$ cat src/rtl/fifo_wr_arb_ctrl.sv
// Async-FIFO write side: round-robin, burst-bounded arbitration of two producers onto one write port.
// Grants are same-cycle and combinational; all grants stall while wfull is set. Full/almost-full flags are registered.
module fifo_wr_arb_ctrl #(
  parameter int ADDRSIZE     = 4,
  parameter int DSIZE        = 8,
  parameter int AFULL_MARGIN = 2,
  parameter int MAX_BURST    = 4
) (
  input  logic                wclk,
  input  logic                wrst_n,
  input  logic                req0,
  input  logic [DSIZE-1:0]    wdata0,
  input  logic                req1,
  input  logic [DSIZE-1:0]    wdata1,
  input  logic [ADDRSIZE:0]   wq2_rptr,
  output logic                gnt0,
  output logic                gnt1,
  output logic                winc,
  output logic [ADDRSIZE-1:0] waddr,
  output logic [DSIZE-1:0]    wdata,
  output logic [ADDRSIZE:0]   wptr,
  output logic                wfull,
  output logic                walmost_full
);

  localparam int CW = $clog2(MAX_BURST + 1);
  localparam logic [CW-1:0] CNT_MAX = CW'(MAX_BURST);
  localparam logic [ADDRSIZE:0] AFULL_TH = (ADDRSIZE+1)'((2 ** ADDRSIZE) - AFULL_MARGIN);

  typedef enum logic [1:0] {IDLE, OWN0, OWN1} state_t;

  state_t              state_q, state_d;
  logic [CW-1:0]       burst_cnt_q, burst_cnt_d;
  logic                last_owner_q, last_owner_d;
  logic [ADDRSIZE:0]   wbin_q, wbin_d;
  logic [ADDRSIZE:0]   wptr_q, wptr_d;
  logic                wfull_q, wfull_d;
  logic                walmost_full_q, walmost_full_d;

  logic                g0, g1;
  logic [ADDRSIZE:0]   rbin;
  logic [ADDRSIZE:0]   used;

  // Arbitration; gated by reset so nothing is written while wrst_n is low.
  always_comb begin
    g0 = 1'b0;
    g1 = 1'b0;
    if (wrst_n && !wfull_q) begin
      case (state_q)
        IDLE: begin
          if (req0 && req1) begin
            g0 = last_owner_q;
            g1 = !last_owner_q;
          end else begin
            g0 = req0;
            g1 = req1;
          end
        end
        OWN0: begin
          if (req0 && (!req1 || burst_cnt_q < CNT_MAX)) g0 = 1'b1;
          else g1 = req1;
        end
        OWN1: begin
          if (req1 && (!req0 || burst_cnt_q < CNT_MAX)) g1 = 1'b1;
          else g0 = req0;
        end
        default: ;
      endcase
    end
  end

  always_comb begin
    state_d      = state_q;
    burst_cnt_d  = burst_cnt_q;
    last_owner_d = last_owner_q;
    if (g0) begin
      state_d     = OWN0;
      burst_cnt_d = (state_q != OWN0) ? CW'(1) :
                    (burst_cnt_q < CNT_MAX) ? burst_cnt_q + CW'(1) : burst_cnt_q;
    end else if (g1) begin
      state_d     = OWN1;
      burst_cnt_d = (state_q != OWN1) ? CW'(1) :
                    (burst_cnt_q < CNT_MAX) ? burst_cnt_q + CW'(1) : burst_cnt_q;
    end else if (!wfull_q) begin
      state_d     = IDLE;
      burst_cnt_d = '0;
    end
    if (state_q == OWN0 && state_d != OWN0) last_owner_d = 1'b0;
    if (state_q == OWN1 && state_d != OWN1) last_owner_d = 1'b1;
  end

  // Each binary bit of the read pointer is the XOR of all Gray bits at or above it.
  always_comb begin
    rbin = '0;
    for (int i = 0; i <= ADDRSIZE; i++) rbin[i] = ^(wq2_rptr >> i);
  end

  always_comb begin
    wbin_d         = wbin_q + {{ADDRSIZE{1'b0}}, (g0 | g1)};
    wptr_d         = (wbin_d >> 1) ^ wbin_d;
    used           = wbin_d - rbin;
    wfull_d        = (wptr_d == {~wq2_rptr[ADDRSIZE:ADDRSIZE-1], wq2_rptr[ADDRSIZE-2:0]});
    walmost_full_d = (used >= AFULL_TH);
  end

  always_ff @(posedge wclk or negedge wrst_n) begin
    if (!wrst_n) begin
      state_q        <= IDLE;
      burst_cnt_q    <= '0;
      last_owner_q   <= 1'b1;
      wbin_q         <= '0;
      wptr_q         <= '0;
      wfull_q        <= 1'b0;
      walmost_full_q <= 1'b0;
    end else begin
      state_q        <= state_d;
      burst_cnt_q    <= burst_cnt_d;
      last_owner_q   <= last_owner_d;
      wbin_q         <= wbin_d;
      wptr_q         <= wptr_d;
      wfull_q        <= wfull_d;
      walmost_full_q <= walmost_full_d;
    end
  end

  assign gnt0         = g0;
  assign gnt1         = g1;
  assign winc         = g0 | g1;
  assign waddr        = wbin_q[ADDRSIZE-1:0];
  assign wdata        = g0 ? wdata0 : wdata1;
  assign wptr         = wptr_q;
  assign wfull        = wfull_q;
  assign walmost_full = walmost_full_q;

endmodule
$ cat config.mk
export PLATFORM = sky130hd
export DESIGN_NAME = fifo_wr_arb_ctrl
export DESIGN_NICKNAME = d
export VERILOG_FILES = /design/src/rtl/fifo_wr_arb_ctrl.sv
export SDC_FILE = /design/constraint.sdc
export NUM_CORES = 1
export LEC_CHECK = 0
export CORE_UTILIZATION = 40
export CTS_BUF_LIST = sky130_fd_sc_hd__clkbuf_4 sky130_fd_sc_hd__clkbuf_8
export CTS_CLUSTER_DIAMETER = 80
export DETAILED_ROUTE_END_ITERATION = 16
export PLACE_DENSITY = 0.78
export SETUP_SLACK_MARGIN = 0.3
export SYNTH_ARGS = -nofsm -noshare
export SYNTH_HDL_FRONTEND = slang
export SYNTH_SLANG_ARGS = --single-unit
export TNS_END_PERCENT = 1
$ cat constraint.sdc
create_clock -name wclk -period 6.7 [get_ports wclk]
set_input_delay 1.005 -clock wclk [delete_from_list [all_inputs] [get_ports wclk]]
set_output_delay 1.005 -clock wclk [all_outputs]
set_load 0.005 [all_outputs]
=== Word-level counts from Yosys, hierarchy flattened ===
Cells that the tools add are included.

* Output and inout bits: 22
* Bits of input ports: 25
* Register bits after elaboration: 18

* $add $sub $neg: 3
* Reductions and logical operators: 19
* $lt $le $gt $ge: 2
* Muxes and demuxes: 22
* Equality and inequality tests: 8
* Bitwise gates (word level): 3

{| class="wikitable"
|+ Operator list
! kind !! number
|-
| XOR reduction 5 bit || 5
|-
| two-way mux 3 bit || 6
|-
| two-way mux 1 bit || 10
|-
| two-way mux 8 bit || 1
|-
| logical AND 1 bit || 6
|-
| two-way mux 2 bit || 3
|-
| case mux 1 bit (3 select lines) || 2
|-
| adder 5 x 1 -> 5 bit || 1
|-
| equality test 5 bit || 1
|-
| >= comparator 5 x 4 -> 1 bit, second input constant || 1
|-
| subtractor 5 bit || 1
|-
| XOR 4 x 5 -> 5 bit || 1
|-
| zero test 1 bit || 4
|-
| != test 2 x 1 -> 1 bit, second input constant || 2
|-
| != test 2 bit, second input constant || 2
|-
| adder 3 x 1 -> 3 bit, second input constant || 1
|-
| less-than comparator 3 bit, second input constant || 1
|-
| != test 3 x 1 -> 1 bit, second input constant || 1
|-
| equality test 2 x 1 -> 1 bit, second input constant || 1
|-
| equality test 2 bit, second input constant || 1
|-
| zero test 2 bit || 1
|-
| logical OR 1 bit || 2
|-
| NOT 2 bit || 1
|-
| nonzero test 2 bit || 1
|-
| OR 1 bit || 1
|}

=== Longest topological paths before layout ===
Gate-level depths: netlist (run 1).

* Word-level depth: 12
* Gate-level depth with buffers: 13
* Depth with buffers taken out: 12

=== Worst setup path before layout (run 1) ===
Ideal clock, no wire load.

* Kind: input port to flip-flop
* Start point: input wrst_n
* End point: register walmost_full_q (netlist: walmost_full)
* Cell stages on the path: 12
* Arrival: 3,294 ps
* Path buffers: 0
* Setup slack: 3,335 ps
* Data required time: 6,629 ps
* Path through: nor2b_1 -> nand2_1 -> nor2_1 -> ha_1 -> ha_1 -> xnor2_2 -> inv_1 -> ha_1 -> xor2_1 -> nor3b_1 -> or4b_1 -> nand4_1

* Word-level cells in the longest chain between the ends: 6
* Elaborated cells between the ends (all ways): 7
* Those cells by class: 2 x add/sub; 1 x order compare; 2 x mux; 1 x bitwise; 1 x reduce/logical

{| class="wikitable"
|+ RTL lines
! item !! line !! RTL
|-
| start: declaration || 10 || <nowiki>input logic wrst_n,</nowiki>
|-
| logical AND 1 bit * || 48 || <nowiki>if (wrst_n && !wfull_q) begin</nowiki>
|-
| two-way mux 1 bit || 48 ||
|-
| OR 1 bit * || n/a ||
|-
| via winc || 18 || <nowiki>output logic winc,</nowiki>
|-
| adder 5 x 1 -> 5 bit * || 99 || <nowiki>wbin_d = wbin_q + {{ADDRSIZE{1'b0}}, (g0 | g1)};</nowiki>
|-
| via wbin_d[2] || 35 || <nowiki>logic [ADDRSIZE:0] wbin_q, wbin_d;</nowiki>
|-
| subtractor 5 bit * || 101 || <nowiki>used = wbin_d - rbin;</nowiki>
|-
| >= comparator 5 x 4 -> 1 bit * || 103 || <nowiki>walmost_full_d = (used >= AFULL_TH);</nowiki>
|-
| via walmost_full_d || 38 || <nowiki>logic walmost_full_q, walmost_full_d;</nowiki>
|-
| end signal: assignment || 122 || <nowiki>walmost_full_q <= walmost_full_d;</nowiki>
|-
| end: declaration || 38 ||
|}

Mark *: on every way through the listed nets, which the timed path passes. The rest lies on a longest branch.
A chain may end at the register's enable or synchronous reset.

=== Worst setup path after layout (run 1) ===
* Start point: input wrst_n
* End point: output wdata[7]

* Word-level cells in the longest chain between the ends: 3

{| class="wikitable"
|+ RTL lines
! item !! line !! RTL
|-
| logical AND 1 bit || 48 ||
|-
| two-way mux 1 bit || 48 ||
|-
| two-way mux 8 bit || 130 || <nowiki>assign wdata = g0 ? wdata0 : wdata1;</nowiki>
|-
| end: declaration || 20 || <nowiki>output logic [DSIZE-1:0] wdata,</nowiki>
|}

Every way passes these cells.

==> summary.json, run 1 <==
{
  "insertion_delay": {"value": 0.29, "unit": "ns"},
  "timing.fmax": {"value": 208, "unit": "MHz"},
  "n_antenna_cell": {"value": 0},
  "antenna_found_initial": {"value": 0},
  "critPathLaunchType": {"value": "primary input"},
  "drt_iter0_drc": {"value": 57},
  "post_cts_resized": {"value": 0},
  "met1_usage": {"value": 21.2, "unit": "%"},
  "total_routing_usage_reported_by_global_routing": {"value": 18.6, "unit": "%"},
  "dominantRegCellSynth": {"value": "sky130_fd_sc_hd__dfrtp_1"},
  "synth.ff_latch_count": {"value": 17},
  "core.rowCount": {"value": 20},
  "synthesis.instances": {"value": 128},
  "yosysTopAreaCellShare": {"value": 30.6, "unit": "%"},
  "top_level_ports": {"value": 47},
  "setup_tns": {"value": 0, "unit": "ns"},
  "floorplan.core_area": {"value": 0.00308, "unit": "mm^2"},
  "grtUsageMet2": {"value": 36.0, "unit": "%"},
  "crit_slowest_cell": {"value": "sky130_fd_sc_hd__clkdlybuf4s50_1"},
  "antenna_violating_nets_post_route": {"value": 0},
  "clock_tree.buffer_depth": {"value": 2},
  "power_frac_clock": {"value": 8.5, "unit": "%"},
  "cts_made_buffers": {"value": 3},
  "grt_util_met3": {"value": 3.49, "unit": "%"},
  "fin_crit_sh": {"value": 71.6, "unit": "%"},
  "irDropWorstVdd": {"value": 0.205, "unit": "mV"},
  "post_layout_minimum_cycle_time": {"value": 4.80, "unit": "ns"},
  "via_count_of_the_first_global_routing_pass": {"value": 1110},
  "power.switching_fraction": {"value": 38.3, "unit": "%"},
  "wl": {"value": 3030, "unit": "um"},
  "place.detailed.instances": {"value": 215},
  "synth_top_area_cells": {"value": "sky130_fd_sc_hd__dfrtp_1, sky130_fd_sc_hd__mux2_2, sky130_fd_sc_hd__ha_1"},
  "worst_pin_slew": {"value": 0.838, "unit": "ns"},
  "slew-limit-headroom": {"value": 44.0, "unit": "%"},
  "setup_viol_count_final": {"value": 0},
  "fillerInstances": {"value": 270},
  "final_cell_count_no_fill": {"value": 219},
  "slew_violations": {"value": 0},
  "grt_overflow_total": {"value": 0},
  "grt_setup_unrepaired": {"value": "no"},
  "grt_max_degree": {"value": 21},
  "worst_path_most_repeated_cell": {"value": "sky130_fd_sc_hd__clkdlybuf4s50_1"},
  "post_cts_buffers": {"value": 0},
  "layout.nets": {"value": 209},
  "dpl-instance-area": {"value": 0.00181, "unit": "mm^2"},
  "drive_gt1_share": {"value": 10.3, "unit": "%"},
  "power_report.internal_total": {"value": 428, "unit": "uW"},
  "multiInputGateArea": {"value": 826, "unit": "um^2"},
  "clkSlewWorstSetupHoldPaths": {"value": 0.10, "unit": "ns"},
  "chipWidth": {"value": 59.2, "unit": "um"},
  "critPathBufInv": {"value": 2},
  "critical_path.top_delay_family": {"value": "buffers and inverters"},
  "grt_first_pass_wirelength": {"value": 4910, "unit": "um"},
  "synthDistinctLibCells": {"value": 47},
  "timing.critical_path.required": {"value": 5.69, "unit": "ns"},
  "via_count": {"value": 1143},
  "p_seq_share": {"value": 27.4, "unit": "%"},
  "max-cap-violations": {"value": 0},
  "final_common_cell": {"value": "sky130_fd_sc_hd__clkdlybuf4s50_1"},
  "drc_errors": {"value": 0},
  "netlist.top_cell.by_area": {"value": "sky130_fd_sc_hd__dfrtp_1"},
  "die_area": {"value": 0.00351, "unit": "mm^2"},
  "syn_to_final_growth": {"value": 40.7, "unit": "%"},
  "fraction_of_the_yosys_area_taken_by_sequential_cells": {"value": 32.6, "unit": "%"},
  "power-per-cell-area": {"value": 376, "unit": "mW/mm^2"},
  "critical_path_class": {"value": "in2out"},
  "synthesis.yosys.warnings": {"value": 0},
  "power.leakage": {"value": 0.000832, "unit": "uW"},
  "arrival": {"value": 3.79, "unit": "ns"},
  "layout.cells.most_common_list": {"value": "sky130_fd_sc_hd__clkdlybuf4s50_1, sky130_fd_sc_hd__dfrtp_1, sky130_fd_sc_hd__inv_1, sky130_fd_sc_hd__mux2_2, sky130_fd_sc_hd__xor2_1"},
  "wire_per_inst": {"value": 13.8, "unit": "um"},
  "result_of_the_run": {"value": "completed"},
  "async_flop_share": {"value": 100, "unit": "%"},
  "post-dp-hpwl": {"value": 2470, "unit": "um"},
  "firstDrtPassIters": {"value": 4},
  "proportion_of_power_drawn_by_combinational_gates": {"value": 64.1, "unit": "%"},
  "synth_edf_count": {"value": 0},
  "clock-skew-final": {"value": 0.00917, "unit": "ns"},
  "tritoncts_clock_tree": {"value": "yes"},
  "vias_per_cell": {"value": 5.22},
  "cts_hold_buffers": {"value": 0},
  "start_util": {"value": 42.6, "unit": "%"},
  "gp_congestion": {"value": 0.857},
  "port_buffers": {"value": 46},
  "min-delay-path-class": {"value": "reg2reg"},
  "sequential_cell_area": {"value": 427, "unit": "um^2"},
  "root_buffer": {"value": "sky130_fd_sc_hd__clkbuf_4"},
  "total_switching_power": {"value": 265, "unit": "uW"},
  "postSynthNetCount": {"value": 161},
  "finish.instance_area": {"value": 0.00184, "unit": "mm^2"},
  "cp_cell_sequence": {"value": "clkdlybuf4s50_1 -> nor2b_1 -> and3_1 -> nand3_1 -> mux2_2 -> clkdlybuf4s50_1"},
  "final-hold-violation-count": {"value": 0},
  "number_of_h_tree_levels": {"value": 1},
  "layer_with_the_highest_usage_after_global_routing": {"value": "met2"},
  "fin_hold_ws": {"value": 0.555, "unit": "ns"},
  "max_stage_delay": {"value": 1.02, "unit": "ns"},
  "clock_net_sink_count": {"value": 17},
  "timing.critical_path.fanout_max": {"value": 20},
  "timing.critical_path.to_type": {"value": "output pin"},
  "mappedNetlistArea": {"value": 0.00131, "unit": "mm^2"},
  "post_synth.cell_area_avg": {"value": 10.2, "unit": "um^2"},
  "die_height": {"value": 59.2, "unit": "um"}
}
-- worst min-delay path, delay by kind of cell, from the launching register on --
kind	cells	cell delay [ns]
DFF	1	0.39
buffers and inverters	1	0.05
AOI/OAI and AO/OA	1	0.08
-- synth_stat cells (all sizes together) (2+ instances only) --
cell	number
dfrtp	16
inv	12
xor2	9
mux2	8
ha	7
nand2	6
nor3	5
o21ai	5
a21o	4
nand3	4
nor2	4
xnor2	4
a21oi	3
nor2b	3
xnor3	3
a31oi	2
and2	2
clkbuf	2
mux2i	2
nor3b	2
nor4b	2
o31ai	2
-- cell type report --
type | instances | area share, %
sequential | 17 | 23.1
clock buffer | 4 | 1.63
tap | 44 | 2.99
multi-input combinational | 96 | 44.8
inverter | 12 | 2.44
timing repair buffer | 46 | 25.0
-- through the flow --
step | setup slack [ns] | utilization [%] | power [uW]
2_1_floorplan | 3.34 | - | 469
3_3_place_gp | 1.94 | 58.9 | 620
3_5_place_dp | 1.86 | 58.9 | 639
4_1_cts | 1.85 | 59.9 | 698
5_1_grt | 1.62 | 59.9 | 749
6_report | 1.90 | 59.9 | 692
-- cell families after synthesis --
family                     share of synthesized area (%)
adders and majority gates                           8.21
DFF                                                 32.6
xor gates and xnor gates                            17.2
AOI/OAI and AO/OA                                   11.9
buffers and inverters                               4.39
muxes                                               8.41
and+or+nand+nor                                     17.3
-- routing by layer --
metal  part of all wire [%]  up-vias  wire length [um]
li1                       -      554                 -
met2                     51       37              1540
met5                      0        -                 0
met3                    5.5        4               167
met4                   0.76        0                23
met1                     43      548              1300
-- power groups by stage --
stage               Clock, uW  Combinational (uW)  Sequential, uW
finish                   58.9                 444             190
global route             63.2                 490             196
CTS                      59.7                 448             190
detailed placement          0                 447             192
global placement            0                 428             191
floorplan                   0                 285             184
-- final timing paths --
path                                  endpoint  slack (ns)  depth (start not counted)           start
worst max register to register    walmost_full        3.58                         11           wfull
worst min register to register  burst_cnt_q[1]        0.55                          2  burst_cnt_q[1]
max in group asynchronous            wbin_q[4]        4.99                          1          wrst_n
worst max-delay path                  wdata[7]        1.90                          6          wrst_n
worst min-delay path            burst_cnt_q[1]        0.55                          2  burst_cnt_q[1]
min in group asynchronous           state_q[0]        1.18                          1          wrst_n
-- state kept, by name, summed over array words and instances, names as in the netlist --
name,count
wptr,4
wfull,1
last_owner_q,1
wbin_q,5
state_q,2
walmost_full,1
burst_cnt_q,3
Note: power is estimated with default switching activity, not from simulation.
==> inputs of run 2 (changes only) <==
- clock period: 6.7 -> 4.6 ns (I/O delays scaled with it)
==> run 2 against run 1 <==
Net effect: via count increased by 1.9%; combinational power up 44%; sequential cell count unchanged; die area stayed put; total power increased by 44%; clock skew hardly changed.
==> summary.json, run 2 (synthesis results as in run 1) <==
{
  "result_of_the_run": {"value": "completed"},
  "fillerInstances": {"value": 291, "change": "+7.8%"},
  "wire_per_inst": {"value": 14.1, "unit": "um", "change": "+2.2%"},
  "worst_slack": {"value": 1.03, "unit": "ns", "change": "-0.868 ns"},
  "final-hold-violation-count": {"value": 0, "change": "unchanged"},
  "worst_pin_slew": {"value": 0.440, "unit": "ns", "change": "-0.398 ns"},
  "timing.critical_path.to_type": {"value": "output pin"},
  "crit-reg2reg-launch": {"value": "wfull"},
  "regToRegEndpoint": {"value": "walmost_full"},
  "setup_tns": {"value": 0, "unit": "ns", "change": "unchanged"},
  "grt_first_pass_wirelength": {"value": 4860, "unit": "um", "change": "-0.98%"},
  "syn_to_final_growth": {"value": 41.1, "unit": "%"},
  "ff2ff_path_depth": {"value": 12, "change": "+1"},
  "timing.fmax": {"value": 280, "unit": "MHz"},
  "critPathLaunchType": {"value": "primary input"},
  "cts_made_buffers": {"value": 3, "change": "unchanged"},
  "slew-limit-headroom": {"value": 70.3, "unit": "%", "change": "+26 points"},
  "max_flop_register": {"value": "wbin_q"},
  "drc_errors": {"value": 0, "change": "unchanged"},
  "post_layout_minimum_cycle_time": {"value": 3.57, "unit": "ns"},
  "timing.critical_path.depth": {"value": 6, "change": "unchanged"},
  "clkSlewWorstSetupHoldPaths": {"value": 0.09, "unit": "ns", "change": "about the same"},
  "max_stage_delay": {"value": 0.47, "unit": "ns", "change": "-0.55 ns"},
  "chipWidth": {"value": 59.2, "unit": "um", "change": "unchanged"},
  "root_buffer": {"value": "sky130_fd_sc_hd__clkbuf_4"},
  "placement.setup.worst_slack": {"value": 0.878, "unit": "ns", "change": "-0.982 ns"},
  "tritoncts_clock_tree": {"value": "yes"},
  "slew_violations": {"value": 0, "change": "unchanged"},
  "floorplan.core_area": {"value": 0.00308, "unit": "mm^2", "change": "unchanged"},
  "clock_tree.buffer_depth": {"value": 2, "change": "unchanged"},
  "cp_cell_sequence": {"value": "clkdlybuf4s50_1 -> nor2b_1 -> and3_1 -> nand3_1 -> mux2_2 -> clkdlybuf4s50_1"},
  "fin_crit_sh": {"value": 77.5, "unit": "%"},
  "wl": {"value": 3110, "unit": "um", "change": "+2.6%"},
  "sequential_cell_area": {"value": 427, "unit": "um^2", "change": "unchanged"},
  "vias_per_cell": {"value": 5.30, "change": "+1.5%"},
  "post_cts_resized": {"value": 0, "change": "unchanged"},
  "layout.cells.most_common_list": {"value": "sky130_fd_sc_hd__clkdlybuf4s50_1, sky130_fd_sc_hd__dfrtp_1, sky130_fd_sc_hd__inv_1, sky130_fd_sc_hd__mux2_2, sky130_fd_sc_hd__xor2_1"},
  "critical_path_class": {"value": "in2out"},
  "arrival": {"value": 2.88, "unit": "ns", "change": "-0.91 ns"},
  "number_of_h_tree_levels": {"value": 1, "change": "unchanged"},
  "firstDrtPassIters": {"value": 4, "change": "unchanged"},
  "max-cap-violations": {"value": 0, "change": "unchanged"},
  "insertion_delay": {"value": 0.29, "unit": "ns", "change": "about the same"},
  "antenna_violating_nets_post_route": {"value": 0, "change": "unchanged"},
  "crit_path_start": {"value": "wrst_n"},
  "die_area": {"value": 0.00351, "unit": "mm^2", "change": "unchanged"},
  "power-per-cell-area": {"value": 538, "unit": "mW/mm^2", "change": "+43%"},
  "drt_iter0_drc": {"value": 58, "change": "+1.8%"},
  "drive_gt1_share": {"value": 10.8, "unit": "%", "change": "+0.51 points"},
  "clock-skew-final": {"value": 0.00902, "unit": "ns", "change": "-0.000149 ns"},
  "antenna_found_initial": {"value": 0, "change": "unchanged"},
  "worst_path_most_repeated_cell": {"value": "sky130_fd_sc_hd__clkdlybuf4s50_1"},
  "grt_overflow_total": {"value": 0, "change": "unchanged"},
  "via_count_of_the_first_global_routing_pass": {"value": 1155, "change": "+4.1%"},
  "clock_net_sink_count": {"value": 17, "change": "unchanged"},
  "multiInputGateArea": {"value": 826, "unit": "um^2", "change": "unchanged"},
  "min-delay-path-class": {"value": "reg2reg"},
  "critical_path.top_delay_family": {"value": "buffers and inverters"},
  "start_util": {"value": 42.6, "unit": "%", "change": "unchanged"},
  "post-dp-hpwl": {"value": 2540, "unit": "um", "change": "+3.0%"},
  "largest_reg_flops": {"value": 5, "change": "unchanged"},
  "die_height": {"value": 59.2, "unit": "um", "change": "unchanged"},
  "layout.nets": {"value": 210, "change": "+0.48%"},
  "critPathBufInv": {"value": 2, "change": "unchanged"},
  "irDropWorstVdd": {"value": 0.295, "unit": "mV", "change": "+44%"},
  "endpoint": {"value": "wdata[7]"},
  "grt_max_degree": {"value": 20, "change": "-4.8%"},
  "cts_hold_buffers": {"value": 0, "change": "unchanged"},
  "grt_setup_unrepaired": {"value": "no"},
  "total_routing_usage_reported_by_global_routing": {"value": 18.5, "unit": "%", "change": "-0.076 points"},
  "setup.reg_to_reg.worst_slack": {"value": 1.54, "unit": "ns", "change": "-2.04 ns"},
  "top_level_ports": {"value": 47, "change": "unchanged"},
  "final_common_cell": {"value": "sky130_fd_sc_hd__clkdlybuf4s50_1"},
  "crit_slowest_cell": {"value": "sky130_fd_sc_hd__clkdlybuf4s50_1"},
  "via_count": {"value": 1165, "change": "+1.9%"},
  "timing.critical_path.required": {"value": 3.91, "unit": "ns", "change": "-1.78 ns"},
  "post_cts_buffers": {"value": 0, "change": "unchanged"},
  "gp_congestion": {"value": 0.857, "change": "about the same"},
  "n_antenna_cell": {"value": 0, "change": "unchanged"},
  "setup_viol_count_final": {"value": 0, "change": "unchanged"},
  "core.rowCount": {"value": 20, "change": "unchanged"},
  "port_buffers": {"value": 46, "change": "unchanged"},
  "timing.critical_path.fanout_max": {"value": 10, "change": "-50%"},
  "power.leakage": {"value": 0.000836, "unit": "uW", "change": "+0.49%"}
}
run 2: cell count changes in the layout (fill, tap and decap cells not counted), sizes merged:
cell / previous run / this run
buf: 0 / 1
clkinv: 0 / 1
clkbuf: 4 / 3
run 2: through the flow:
step           cells  cell area (um^2)  utilization, %  total power (uW)  hold slack, ns
4_1_cts          220              1850            60.0              1000           0.562
6_report         220              1850            60.0               995           0.553
2_1_floorplan    128              1310               -               684           0.394
3_3_place_gp     216              1820            59.1               898           0.543
5_1_grt          220              1850            60.0              1080           0.581
3_5_place_dp     216              1820            59.1               922           0.544
run 2: final cells by class:
type / count / share of cell area, %
multi-input cells: 96 / 44.7
clock buffers: 3 / 1.22
clock inverters: 1 / 0.271
flip-flops and latches: 17 / 23.1
well taps: 44 / 2.98
inverters: 12 / 2.44
repair buffers: 47 / 25.3
run 2: metal layers:
metal	track usage (%)	up-vias	wire [um]
met2	35.8	49	1580
met1	20.3	554	1250
met3	3.49	6	230
li1	-	556	-
met5	0	-	0
met4	5.10	0	40
run 2: power by group:
part           total, uW  switching, uW  internal, uW
clock network       78.6           46.3          32.3
logic                641            275           365
registers            276           58.5           217
total                995            380           615
run 2: worst min-delay path by stage:
stage	depth (start not counted)	startpoint	slack, ns	end
2_1_floorplan	0	wrst_n	0.39	burst_cnt_q[0]
3_3_place_gp	2	burst_cnt_q[0]	0.54	burst_cnt_q[0]
3_5_place_dp	2	burst_cnt_q[1]	0.54	burst_cnt_q[1]
4_1_cts	2	burst_cnt_q[1]	0.56	burst_cnt_q[1]
5_1_grt	2	burst_cnt_q[1]	0.58	burst_cnt_q[1]
6_report	2	burst_cnt_q[1]	0.55	burst_cnt_q[1]
run 2: worst reg2reg max path, stage by stage (launching register included):
cell and delay, ns:
sky130_fd_sc_hd__dfrtp_1 0.48, sky130_fd_sc_hd__nor2b_1 0.30, sky130_fd_sc_hd__nand2_1 0.12, sky130_fd_sc_hd__nor2_1 0.16
sky130_fd_sc_hd__ha_1 0.19, sky130_fd_sc_hd__ha_1 0.21, sky130_fd_sc_hd__xnor2_2 0.22, sky130_fd_sc_hd__inv_1 0.12
sky130_fd_sc_hd__ha_1 0.34, sky130_fd_sc_hd__xor2_1 0.16, sky130_fd_sc_hd__nor3b_1 0.16, sky130_fd_sc_hd__or4b_1 0.44
sky130_fd_sc_hd__nand4_1 0.09
